## src/rtl/ex_mem_stage.sv

```systemverilog
// EX/MEM pipeline register and control stage.
// Registers the ALU result and EX side-band fields into the MEM slot. Owns the
// S/Z/C/V flag register that feeds back into the ALU. Kills wrong-path slots
// after a taken branch and sequences the processor into a halted state.
module ex_mem_stage #(
  parameter int FLUSH_DEPTH  = 2,
  parameter int DRAIN_CYCLES = 2
) (
  input  logic        clk,
  input  logic        rst_n,
  input  logic        ex_valid,
  output logic        ex_ready,
  input  logic [1:0]  ex_op1,
  input  logic [2:0]  ex_op2,
  input  logic [3:0]  ex_opcode,
  input  logic [2:0]  ex_rd,
  input  logic [15:0] ex_store_data,
  input  logic [15:0] alu_out,
  input  logic        alu_s,
  input  logic        alu_z,
  input  logic        alu_c,
  input  logic        alu_v,
  input  logic        alu_hlt,
  input  logic        alu_flush,
  input  logic        mem_stall,
  output logic        flag_s,
  output logic        flag_z,
  output logic        flag_c,
  output logic        flag_v,
  output logic        mem_valid,
  output logic [15:0] mem_result,
  output logic [15:0] mem_store_data,
  output logic [2:0]  mem_rd,
  output logic        mem_reg_we,
  output logic        mem_rd_en,
  output logic        mem_wr_en,
  output logic        branch_taken,
  output logic [15:0] branch_target,
  output logic        halt_req,
  output logic        halted
);

  typedef enum logic [1:0] {
    ST_RUN    = 2'd0,
    ST_DRAIN  = 2'd1,
    ST_HALTED = 2'd2
  } state_t;

  localparam logic [2:0] FLUSH_LOAD = 3'(FLUSH_DEPTH);
  localparam logic [2:0] DRAIN_LOAD = 3'(DRAIN_CYCLES);

  state_t     state_reg;
  logic [2:0] sq_cnt_reg;
  logic [2:0] drain_cnt_reg;

  logic accept;
  logic live;
  logic flush_take;
  logic halt_take;
  logic reg_we_dec;
  logic rd_en_dec;
  logic wr_en_dec;

  // Handshake: the only things that block the slot are a halted core or MEM backpressure.
  assign ex_ready = (state_reg != ST_HALTED) && !mem_stall;
  assign accept   = ex_ready && !mem_stall;

  // A slot is live only when accepted, valid, not inside a squash window and the core is running.
  assign live = accept && ex_valid && (sq_cnt_reg == 3'd0) && (state_reg == ST_RUN);

  // Flush wins over halt if both are raised; squashed slots never reach here because live is low.
  assign flush_take = live && alu_flush;
  assign halt_take  = live && alu_hlt && !alu_flush;

  // Instruction-class decode for the MEM-stage enables.
  always_comb begin
    reg_we_dec = 1'b0;
    rd_en_dec  = 1'b0;
    wr_en_dec  = 1'b0;
    case (ex_op1)
      2'b00: begin
        rd_en_dec  = 1'b1;
        reg_we_dec = 1'b1;
      end
      2'b01: begin
        wr_en_dec = 1'b1;
      end
      2'b10: begin
        reg_we_dec = (ex_op2 == 3'b000) || (ex_op2 == 3'b001) || (ex_op2 == 3'b010);
      end
      default: begin
        // op1 == 11: compares, branches-by-opcode and HLT do not write back
        reg_we_dec = !((ex_opcode == 4'd5)  || (ex_opcode == 4'd7) ||
                       (ex_opcode == 4'd13) || (ex_opcode == 4'd14) ||
                       (ex_opcode == 4'd15));
      end
    endcase
  end

  // Architectural flag register: written only by live, non-halting slots.
  always_ff @(posedge clk or negedge rst_n) begin
    if (!rst_n) begin
      flag_s <= 1'b0;
      flag_z <= 1'b0;
      flag_c <= 1'b0;
      flag_v <= 1'b0;
    end else if (live && !halt_take) begin
      flag_s <= alu_s;
      flag_z <= alu_z;
      flag_c <= alu_c;
      flag_v <= alu_v;
    end
  end

  // MEM pipeline register: loads on every accept, holds during stalls.
  always_ff @(posedge clk or negedge rst_n) begin
    if (!rst_n) begin
      mem_valid      <= 1'b0;
      mem_result     <= 16'h0000;
      mem_store_data <= 16'h0000;
      mem_rd         <= 3'd0;
      mem_reg_we     <= 1'b0;
      mem_rd_en      <= 1'b0;
      mem_wr_en      <= 1'b0;
    end else if (accept) begin
      mem_valid      <= live && !halt_take;
      mem_result     <= alu_out;
      mem_store_data <= ex_store_data;
      mem_rd         <= ex_rd;
      mem_reg_we     <= live && reg_we_dec;
      mem_rd_en      <= live && rd_en_dec;
      mem_wr_en      <= live && wr_en_dec;
    end
  end

  // Branch redirect: single-cycle pulse, target held until the next taken branch.
  always_ff @(posedge clk or negedge rst_n) begin
    if (!rst_n) begin
      branch_taken  <= 1'b0;
      branch_target <= 16'h0000;
    end else begin
      branch_taken <= flush_take;
      if (flush_take) begin
        branch_target <= alu_out;
      end
    end
  end

  // Squash window: counts accepted slots (valid or bubble) after a taken branch.
  always_ff @(posedge clk or negedge rst_n) begin
    if (!rst_n) begin
      sq_cnt_reg <= 3'd0;
    end else if (flush_take) begin
      sq_cnt_reg <= FLUSH_LOAD;
    end else if (accept && (sq_cnt_reg != 3'd0)) begin
      sq_cnt_reg <= sq_cnt_reg - 3'd1;
    end
  end

  // Halt sequencer: RUN -> DRAIN on a live HLT, DRAIN counts down regardless of stalls, then HALTED.
  always_ff @(posedge clk or negedge rst_n) begin
    if (!rst_n) begin
      state_reg     <= ST_RUN;
      drain_cnt_reg <= 3'd0;
      halt_req      <= 1'b0;
      halted        <= 1'b0;
    end else begin
      case (state_reg)
        ST_RUN: begin
          if (halt_take) begin
            state_reg     <= ST_DRAIN;
            drain_cnt_reg <= DRAIN_LOAD;
            halt_req      <= 1'b1;
          end
        end
        ST_DRAIN: begin
          halt_req <= 1'b1;
          if (drain_cnt_reg <= 3'd1) begin
            drain_cnt_reg <= 3'd0;
            state_reg     <= ST_HALTED;
            halted        <= 1'b1;
          end else begin
            drain_cnt_reg <= drain_cnt_reg - 3'd1;
          end
        end
        ST_HALTED: begin
          halt_req <= 1'b1;
          halted   <= 1'b1;
        end
        default: begin
          state_reg <= ST_RUN;
          halt_req  <= 1'b0;
          halted    <= 1'b0;
        end
      endcase
    end
  end

endmodule

```

## config.mk

```make
export PLATFORM = sky130hd
export DESIGN_NAME = ex_mem_stage
export DESIGN_NICKNAME = d
export VERILOG_FILES = /design/src/rtl/ex_mem_stage.sv
export SDC_FILE = /design/constraint.sdc
export NUM_CORES = 1
export LEC_CHECK = 0
export CAP_MARGIN = 10
export CORE_UTILIZATION = 39
export CTS_CLUSTER_DIAMETER = 150
export CTS_CLUSTER_SIZE = 24
export DETAILED_ROUTE_END_ITERATION = 10
export PLACE_DENSITY = 0.86
export SYNTH_ARGS = -nofsm -noshare
export SYNTH_HDL_FRONTEND = slang
export SYNTH_SLANG_ARGS = --single-unit
```

## constraint.sdc

```tcl
create_clock -name clk -period 1.75 [get_ports clk]
set_input_delay 0.35 -clock clk [delete_from_list [all_inputs] [get_ports clk]]
set_output_delay 0.35 -clock clk [all_outputs]
set_load 0.05 [all_outputs]
```

Yosys cells after proc, flatten, opt, wreduce, memory -nomap -nowiden
Cells that the tools add are included.
- $add $sub $neg: 2
- $mul: 0
- divide/modulo/power cells: 0
- magnitude comparators: 1
- equality and inequality tests: 14
- shift-type cells: 0
- muxes and demuxes: 15
- bitwise logic cells: 2
- reductions and logical operators: 34
- operators with widths (kind ; count):
    logical AND 1 bit ; 13
    equality test 4 bit (second input constant) ; 3
    2-to-1 mux 3 bit ; 4
    equality test 4 x 3 -> 1 bit (second input constant) ; 2
    zero test 3 bit ; 2
    logical OR 1 bit ; 6
    inequality test 2 bit (second input constant) ; 3
    one-hot mux 1 bit (3 select lines) ; 2
    one-hot mux 2 bit (3 select lines) ; 1
    one-hot mux 3 bit (2 select lines) ; 1
    subtractor 3 x 1 -> 3 bit (second input constant) ; 2
    equality test 2 x 1 -> 1 bit (second input constant) ; 2
    equality test 2 bit (second input constant) ; 2
    zero test 1 bit ; 4
    zero test 2 bit ; 2
    2-to-1 mux 1 bit ; 4
    2-to-1 mux 2 bit ; 2
    AND reduction 2 bit ; 2
    nonzero test 2 bit ; 2
    equality test 3 x 1 -> 1 bit (second input constant) ; 1
    equality test 3 x 2 -> 1 bit (second input constant) ; 1
    less-or-equal comparator 3 x 1 -> 1 bit (second input constant) ; 1
    AND reduction 3 bit ; 1
    nonzero test 3 bit ; 1
    3 further kinds ; 4
- flip-flop bits (word level): 70
- latch bits: 0
- memory bits (writable): 0
- ROM bits: 0
- output and inout bits: 63
- logic and storage cells: 86
- memories: 0

Longest topological paths before layout
- word-level depth: 10
- gate-level depth with buffers: 9
- depth with buffers taken out: 8

Worst setup path before layout
Ideal clock, no wire load.
- path kind: register -> register
- from: register state_reg[0]
- to: register state_reg[0]
- setup time: 128 ps
- arrival time: 1755 ps
- slack: -133 ps
- stages on the path, launching flop included: 7
- path buffers: 0
- clock period less this slack: 1883 ps
- cells stage by stage: dfrtp_1 > inv_1 > ha_1 > or2_4 > o31a_1 > nor3_2 > mux2_1
- word-level cells in the longest chain between the ends: 10
- elaborated cells between the ends (all ways): 16
- classes of those cells: eq/ne: 5; mux: 1; bitwise: 1; reduce/logical: 9
- RTL lines (item ; line ; source):
    start, declared ; 52 ; state_t state_reg;
    start signal, assigned ; 163 ; state_reg <= ST_RUN;
    start signal, assigned ; 171 ; state_reg <= ST_DRAIN;
    start signal, assigned ; 180 ; state_reg <= ST_HALTED;
    inequality test 2 bit ; 65 ; assign ex_ready = (state_reg != ST_HALTED) && !mem_stall;
    logical AND 1 bit ; 65 ;
    logical AND 1 bit ; 66 ; assign accept = ex_ready && !mem_stall;
    logical AND 1 bit (3 in a row) ; 69 ; assign live = accept && ex_valid && (sq_cnt_reg == 3'd0) && (state_reg == ST_RUN);
    logical AND 1 bit (2 in a row) ; 73 ; assign halt_take = live && alu_hlt && !alu_flush;
    inequality test 2 bit (no source line) ; -- ;
    AND reduction 3 bit (no source line) ; -- ;
Parallel ways exist; a longest one is shown, timed or not.
A chain may end at the register's enable or synchronous reset.

Worst setup path after layout
- from: register state_reg[0]
- to: output ex_ready
- word-level cells in the longest chain between the ends: 2
- RTL lines (item ; line ; source):
    inequality test 2 bit ; 65 ;
    logical AND 1 bit ; 65 ;
    end, declared ; 12 ; output logic ex_ready,
No other way between the ends.

==> run_results.csv <==
group,metric,value,unit
outcome,run_status,"complete, but fails checks",
outcome,violations,"negative setup slack",
layout,drive_above_1_share,0.358,
clock_tree,cts_tree,"yes",
global_route,grt_max_degree,71,
floorplan,start_util,0.401,
drt,vias_per_cell,4.63,
timing,clock_skew,10.6,ps
clock_tree,insertion_delay,330,ps
layout,n_antenna_cell,0,
critical_path,required,1400,ps
clock_tree,htreeDepth,3,
power,power.density,1900,nW/um2
logic_synthesis,yosysMostFrequentCell,"nand2_1",
floorplan,core,7210,um2
logic_synthesis,async_reset_ff_frac,1.00,
timing,fin_crit,1860,ps
logic_synthesis,ys_ff_latch,70,
logic_synthesis,ys.flop_type,"dfrtp_1",
critical_path,cp-end-kind,"output pin",
power,power.leakage,0.00237,uW
power,p_switching,3910,uW
logic_synthesis,avgSynthCellArea,10.6,um2
logic_synthesis,ys_types,34,
logic_synthesis,synth.largest_area_cell,"dfrtp_1",
timing,slew_viol_final,0,
timing,setup_viol,19,
clock_tree,clock_path_buffers,2,
run,drv_cap,0,
timing,max_freq,537,MHz
logic_synthesis,synthTopCellsByArea,"dfrtp_1, nand2_1, mux2_2",
critical_path,path_max_fanout,4,
timing,fin_hold_ws,17.6,ps
drt,drc,0,
drt,dr.pass1.iters,4,
timing,rsz0062_at_grt,"yes",
clock_tree,hold_buffers,0,
clock_tree,numCtsBuffers,9,
layout,reg_top3,"branch_target: 16 flops, mem_result: 16 flops, mem_store_data: 16 flops",
floorplan,io_pins,117,
floorplan,die_h,88.1,um
layout,syn2layout_area_growth,61.2,%
global_route,grt_pass1_wl,11000,um
timing,relSlewSlack,0.741,
drt,vias,2436,
placed_design,dp_hpwl,5110,um
critical_path,r2r-end,"branch_target[2]",
drt,wl_per_cell,13.8,um
power,p_comb_frac,0.533,
logic_synthesis,synth_fp_nets,335,
critical_path,rr_startpoint,"state_reg[0]",
placed_design,portBuffers,116,
power,p_clk_frac,0.177,
clock_tree,clk_pin_slew_worst_paths,80,ps
drt,wl,7270,um
critical_path,crit_path_start_kind,"register",
power,power,8860,uW
placed_design,place.gp.congestion,0.769,
timing,finalHoldViolations,0,
power,swShare,0.441,
logic_synthesis,synth_edf_count,0,
critical_path,critPathKind,"register to output pin",
critical_path,rr_worst_depth,8,
power,seqPwrFrac,0.290,
global_route,first_global_vias,2338,
floorplan,rows,31,
logic_synthesis,syn_area,2890,um2
global_route,grt_overflow,0,
logic_synthesis,synth.top_cells.by_count,"nand2_1, dfrtp_1, mux2_2",
power,p_int,4950,uW
layout,final_nets,485,
drt,antenna_left,0,
timing,setup_ws,-112,ps
min_path,min_path_type,"input pin to async pin",
floorplan,dieArea,7760,um2
global_route,grt_usage,0.186,
power,irDropWorstVdd,0.831,mV
clock_tree,root_buffer,"clkbuf_8",
timing,worst_pin_slew,388,ps
clock_tree,numClockSinks,70,
critical_path,crit_arrival,1510,ps
floorplan,fp.dieW,88.1,um
timing,fin_crit_sh,1.06,
drt,drt_iter0_markers,104,
global_route,antenna_found_initial,0,
logic_synthesis,synth_top_area_frac,0.606,
logic_synthesis,synthCells,272,
critical_path,r2r_slack,-70,ps
logic_synthesis,synth_warnings,0,
logic_synthesis,ys_seq_area_frac,0.606,
worst max-delay path, cell delays in order (launching register included):
cell,delay [ps]
dfrtp_1,390
inv_2,60
ha_4,150
or2_4,250
buf_6,130
clkinv_4,50
buf_8,130
layer usage:
layer / track usage / wire, um / vias up
met2: 0.318 / 3650 / 89
met5: 0 / 0 / -
met4: 0.0572 / 64 / 0
met1: 0.227 / 2960 / 1166
met3: 0.0584 / 588 / 7
li1: - / - / 1174
power by group through the flow:
stage                     registers (uW)  logic [uW]  clock network, uW
after floorplan                     4310        1140                  0
after CTS                           2570        4520               1610
after global routing                2630        5020               1670
after global placement              2550        4290                  0
after detailed placement            2580        4400                  0
final                               2570        4720               1570
layout make-up:
class / instances / area (um2)
fillers: 598 / 2550
repair buffers: 148 / 1300
inverters: 11 / 51.3
clock buffers: 11 / 131
flip-flops and latches: 70 / 1750
clock inverters: 5 / 106
multi-input cells: 182 / 1190
well taps: 99 / 124
placed cells by master, fill, tap and decap left out, types with 2 or more instances in the layout:
master,Yosys,final
dfrtp_1,70,70
nor2_1,5,4
nand2_1,114,111
buf_12,0,2
a21oi_1,3,3
mux2_4,0,17
nand2b_1,3,3
nor3_4,0,2
ha_1,9,5
o21ai_0,4,4
inv_4,0,2
clkbuf_1,6,2
bufinv_16,0,3
mux2_2,14,6
buf_4,0,87
clkbuf_8,0,9
inv_2,1,2
o211ai_1,2,2
ha_4,0,3
inv_1,9,6
nand2_2,0,2
buf_6,2,4
clkdlybuf4s50_1,0,52
per-stage QoR:
step | util | setup TNS [ps] | setup slack (ps) | cell area, um2 | std cells
after floorplan | - | -436 | -62.3 | 2930 | 272
after global placement | 0.583 | -4180 | -180 | 4200 | 502
after detailed placement | 0.583 | -5150 | -214 | 4200 | 502
after CTS | 0.627 | -1750 | -124 | 4520 | 523
after global routing | 0.646 | -2340 | -165 | 4660 | 526
final | 0.646 | -947 | -112 | 4660 | 526
timing repair:
item                       CTS  global route
pin swaps                   10             3
cloned                       0             1
gates resized for setup     12            27
setup endpoints to repair   26            29
setup buffers                6             3
worst max-delay path by stage:
stage,start,to,slack (ps),cells after the start
after global routing,state_reg[0],ex_ready,-160,6
after global placement,mem_stall,branch_target[1],-180,7
after floorplan,state_reg[0],branch_target[10],-60,8
after CTS,state_reg[0],branch_target[4],-120,8
after detailed placement,mem_stall,drain_cnt_reg[2],-210,6
final,state_reg[0],ex_ready,-110,6
kinds of logic (layout without fill, tap and decap cells):
kind of cell | after synthesis | count (layout) | synth area share
AOI/OAI and AO/OA | 20 | 20 | 0.0480
xor gates and xnor gates | 1 | 1 | 0.00303
adders and majority gates | 9 | 9 | 0.0389
buffers and inverters | 20 | 175 | 0.0316
DFF | 70 | 70 | 0.606
muxes | 24 | 24 | 0.0930
and+or+nand+nor | 128 | 128 | 0.180
(Power assumes the default switching activity.)
==> RTL change 1: new RTL, same flow settings <==
Make the reset (`rst_n`) synchronous in 5 clocked blocks.
--- a/src/rtl/ex_mem_stage.sv
+++ b/src/rtl/ex_mem_stage.sv
@@ -98,7 +98,7 @@
   end
 
   // Architectural flag register: written only by live, non-halting slots.
-  always_ff @(posedge clk or negedge rst_n) begin
+  always_ff @(posedge clk) begin
     if (!rst_n) begin
       flag_s <= 1'b0;
       flag_z <= 1'b0;
@@ -113,7 +113,7 @@
   end
 
   // MEM pipeline register: loads on every accept, holds during stalls.
-  always_ff @(posedge clk or negedge rst_n) begin
+  always_ff @(posedge clk) begin
     if (!rst_n) begin
       mem_valid      <= 1'b0;
       mem_result     <= 16'h0000;
@@ -134,7 +134,7 @@
   end
 
   // Branch redirect: single-cycle pulse, target held until the next taken branch.
-  always_ff @(posedge clk or negedge rst_n) begin
+  always_ff @(posedge clk) begin
     if (!rst_n) begin
       branch_taken  <= 1'b0;
       branch_target <= 16'h0000;
@@ -147,7 +147,7 @@
   end
 
   // Squash window: counts accepted slots (valid or bubble) after a taken branch.
-  always_ff @(posedge clk or negedge rst_n) begin
+  always_ff @(posedge clk) begin
     if (!rst_n) begin
       sq_cnt_reg <= 3'd0;
     end else if (flush_take) begin
@@ -158,7 +158,7 @@
   end
 
   // Halt sequencer: RUN -> DRAIN on a live HLT, DRAIN counts down regardless of stalls, then HALTED.
-  always_ff @(posedge clk or negedge rst_n) begin
+  always_ff @(posedge clk) begin
     if (!rst_n) begin
       state_reg     <= ST_RUN;
       drain_cnt_reg <= 3'd0;
Behaviour: differs if rst_n is asserted again (counterexample within 4 cycles, from zero or initial values and one cycle with rst_n low); with rst_n held inactive, the same outputs for 10 cycles.
==> RTL change 1 against the unedited design <==
The flow finishes with violations (design-rule violations, negative setup slack); die area down 7.9%; synthesized area down 8.0%; hold slack better by 440 ps; utilization up 3.6 points; via count up 6.6%; sequential cell count unchanged; setup slack better by 6.7 ps; final area down 5.4%; routed wire length up 3.7%; critical path type is now in2reg; highest routed layer unchanged.
Power is not compared: it rests on default switching activity, and its combinational part moved more than twofold at a synthesized area within 25%.
==> RTL change 1: results (changes against the unedited design) <==
| Metric | Value |
|---|---|
| ANT cells | `0 (unchanged)` |
| Post-DP Area | `0.00394 mm^2 (-6.4%)` |
| PostCTS Resize Cnt | `11 (-1)` |
| CTS root buf | `clkbuf_8` |
| Number of global-route vias before repair | `2541 (+8.7%)` |
| Syn_nets | `357 (+6.6%)` |
| Worst Hold Slack | `456 ps (+438 ps)` |
| Mapped Cells | `294 (+8.1%)` |
| M2 GR Usage | `38.5% (+6.7 points)` |
| Slew @ Worst Pin | `508 ps (+120 ps)` |
| Worst endpoint required time | `1960 ps (+560 ps)` |
| Final Setup Violations | `22 (+3)` |
| Grt met3 use | `5.11% (-0.73 points)` |
| First-pass GRT wire length | `11500 um (+4.3%)` |
| DRT Pass-1 Iters | `7 (+3)` |
| R2r startpoint | `state_reg[0]$_SDFFE_PN0P_` |
| Largest net degree at the start of global routing | `49 (-31%)` |
| Met1 wire length | `2950 um (-0.14%)` |
| Routed wl met3 | `418 um (-29%)` |
| Post-DR wirelength/cell | `14.4 um (+4.3%)` |
| Worst Skew | `9.49 ps (-1.08 ps)` |
| Post-synth top flop | `dfxtp_1` |
| Iter 0 DRT Violations | `96 (-7.7%)` |
| Setup repair bufs after CTS | `3 (-3)` |
| Area contributors post-synth | `dfxtp_1 53%, nand2_1 11%, a21oi_1 8.1%` |
| Final WL | `7540 um (+3.7%)` |
| Reg-to-reg critical path endpoint | `flag_c$_SDFFE_PN0P_` |
| Power Total | `5.64 mW` |
| P_seq | `1.90 mW` |
| Setup crit start | `mem_stall` |
| Synth top cells by count | `78 x nand2_1, 70 x dfxtp_1, 43 x a21oi_1` |
| Area fraction of the dominant cell type after synthesis | `52.7% (-7.9 points)` |
| Crit path max fanout | `5 (+1)` |
| Worst Path Arrival | `2060 ps (+550 ps)` |
| Met2 wire length | `4070 um (+11%)` |
| Setup WS post-layout | `-106 ps (+6.71 ps)` |
| R2R depth | `9 (+1)` |
| DRC viols | `14 (+14)` |
| GPL Wtd Cong | `0.772 (+0.39%)` |
| Hold Startpoint | `mem_store_data[2]$_SDFFE_PN0P_` |
| Layout cells sized above 1 | `30.3% (-5.6 points)` |
| Vias | `2596 (+6.6%)` |
| Critical Path Sink | `flag_c$_SDFFE_PN0P_` |
| Setup Slack @ Placement | `-507 ps (-293 ps)` |
| Top flop regs | `branch_target (16), mem_result (16), mem_store_data (16)` |
| Ys async rst share | `0% (-100 points)` |
| Number of distinct library cells after synthesis | `35 (+2.9%)` |
| Outcome | `finished, violations left` |
| Grt met1 use | `21.4% (-1.3 points)` |
| Final HPWL DP | `4870 um (-4.7%)` |
| HP Class | `reg2reg` |
| Setup TNS | `-1020 ps (-77.1 ps)` |
| GRT Resource Usage Total | `20.3% (+1.6 points)` |
| Register area share after synthesis | `52.7% (-7.9 points)` |
| Placed cells | `497 (-1.0%)` |
| Failing checks | `design-rule violations, negative setup slack` |
==> RTL change 1: cells by family after synthesis <==
| kind of cell | after synthesis | share of synthesized area (%) |
|---|---|---|
| buffers and inverters | 31 | 4.75 |
| and+or+nand+nor | 101 | 15.9 |
| AOI/OAI and AO/OA | 74 | 19.1 |
| xor gates and xnor gates | 2 | 0.659 |
| muxes | 7 | 2.64 |
| DFF | 70 | 52.7 |
| adders and majority gates | 9 | 4.24 |
==> RTL change 1: layout make-up <==
class                   instances  area (um^2)
flip-flops and latches         70         1400
clock inverters                 5         81.3
repair buffers                153         1400
multi-input cells             193         1220
fillers                       494         2050
clock buffers                  11          141
well taps                      77         96.3
inverters                      14         67.6
==> RTL change 1: critical path: stages <==
cell             delay [ps]
clkdlybuf4s50_1         490
or2_4                   310
buf_12                  150
buf_8                   120
a2111oi_4               180
buf_4                   200
mux2i_1                 200
nor2_1                   60
==> RTL change 2: new RTL, same flow settings <==
Made on the original files. The 3 states of `state_t` get a one-hot encoding in 3 bits.
--- a/src/rtl/ex_mem_stage.sv
+++ b/src/rtl/ex_mem_stage.sv
@@ -40,10 +40,10 @@
   output logic        halted
 );
 
-  typedef enum logic [1:0] {
-    ST_RUN    = 2'd0,
-    ST_DRAIN  = 2'd1,
-    ST_HALTED = 2'd2
+  typedef enum logic [2:0] {
+    ST_RUN    = 3'b001,
+    ST_DRAIN  = 3'b010,
+    ST_HALTED = 3'b100
   } state_t;
 
   localparam logic [2:0] FLUSH_LOAD = 3'(FLUSH_DEPTH);
Behaviour: same outputs for any inputs over 10 cycles, from zero or initial values and one cycle with rst_n low; not proved beyond that.
==> RTL change 2 against the unedited design <==
The flow still finishes with violations (negative setup slack); final area is 1.0% higher; clock skew is 1.3 ps lower; critical path type unchanged; setup slack better by 64 ps; synthesized area is 3.9% higher; sequential cell count is 1 higher; routed wire length hardly changed.
Power is not compared: it rests on default switching activity, and its combinational part moved more than twofold at a synthesized area within 25%.
==> RTL change 2: results (changes against the unedited design) <==
| Metric | Value |
|---|---|
| Worst Skew | `9.24 ps (-1.32 ps)` |
| Iter 0 DRT Violations | `69 (-34%)` |
| Setup Slack @ Placement | `-164 ps (+50.1 ps)` |
| Largest net degree at the start of global routing | `72 (+1.4%)` |
| Power Total | `4.01 mW` |
| Grt met3 use | `3.81% (-2.0 points)` |
| Placed cells | `427 (-15%)` |
| Post-synthesis xor/xnor area fraction | `0% (-0.30 points)` |
| Mapped Cells | `199 (-27%)` |
| Area of the multi-input gates | `0.00126 mm^2 (+5.5%)` |
| R2r startpoint | `sq_cnt_reg[0]$_DFFE_PN0P_` |
| Clk cell area share | `4.17% (-0.93 points)` |
| Final net count | `410 (-15%)` |
| Average size of a mapped cell | `15.1 um^2 (+42%)` |
| TritonCTS Sinks | `71 (+1.4%)` |
| Met2 wire length | `3720 um (+1.7%)` |
| First-pass GRT wire length | `11700 um (+6.3%)` |
| Setup WS post-layout | `-48.6 ps (+63.8 ps)` |
| Multi-input gates | `113 (-38%)` |
| Setup TNS | `-490 ps (+457 ps)` |
| GPL Wtd Cong | `0.735 (-4.4%)` |
| Layout cells sized above 1 | `52.7% (+17 points)` |
| Final Setup Violations | `20 (+1)` |
| Syn_nets | `257 (-23%)` |
| Non-clk buf share | `27.3% (-0.66 points)` |
| Met1 wire length | `3100 um (+4.8%)` |
| Final WL | `7260 um (about the same)` |
| Failing checks | `negative setup slack` |
| Reg-to-reg critical path endpoint | `flag_s$_DFFE_PN0P_` |
| Area contributors post-synth | `dfrtp_1 58%, mux2_2 13%, mux2_4 9.5%` |
| Setup repair bufs after CTS | `5 (-1)` |
| Synth top cells by count | `70 x dfrtp_1, 36 x mux2_2, 19 x mux2_4` |
| Vias | `2183 (-10%)` |
| Outcome | `finished, violations left` |
| Number of distinct library cells after synthesis | `43 (+26%)` |
| GRT Resource Usage Total | `18.1% (-0.53 points)` |
| Grt met1 use | `23.0% (+0.28 points)` |
RTL change 2: cell count changes after synthesis, moves of 4 or more:
cell,change
a21oi_1,+4
clkbuf_1,-6
ha_1,-5
mux2_1,-9
mux2_2,+22
mux2_4,+19
nand2_1,-113
RTL change 2: worst max path at each step:
stage / startpoint / to / slack, ps / depth (start not counted)
4_1_cts: state_reg[0]$_DFFE_PN1P_ / ex_ready / -80 / 5
3_5_place_dp: mem_stall / branch_target[13]$_DFFE_PN0P_ / -160 / 5
3_3_place_gp: mem_stall / branch_target[7]$_DFFE_PN0P_ / -110 / 5
6_report: state_reg[0]$_DFFE_PN1P_ / ex_ready / -50 / 5
2_1_floorplan: sq_cnt_reg[0]$_DFFE_PN0P_ / branch_target[10]$_DFFE_PN0P_ / 5 / 8
5_1_grt: sq_cnt_reg[0]$_DFFE_PN0P_ / flag_s$_DFFE_PN0P_ / -130 / 7
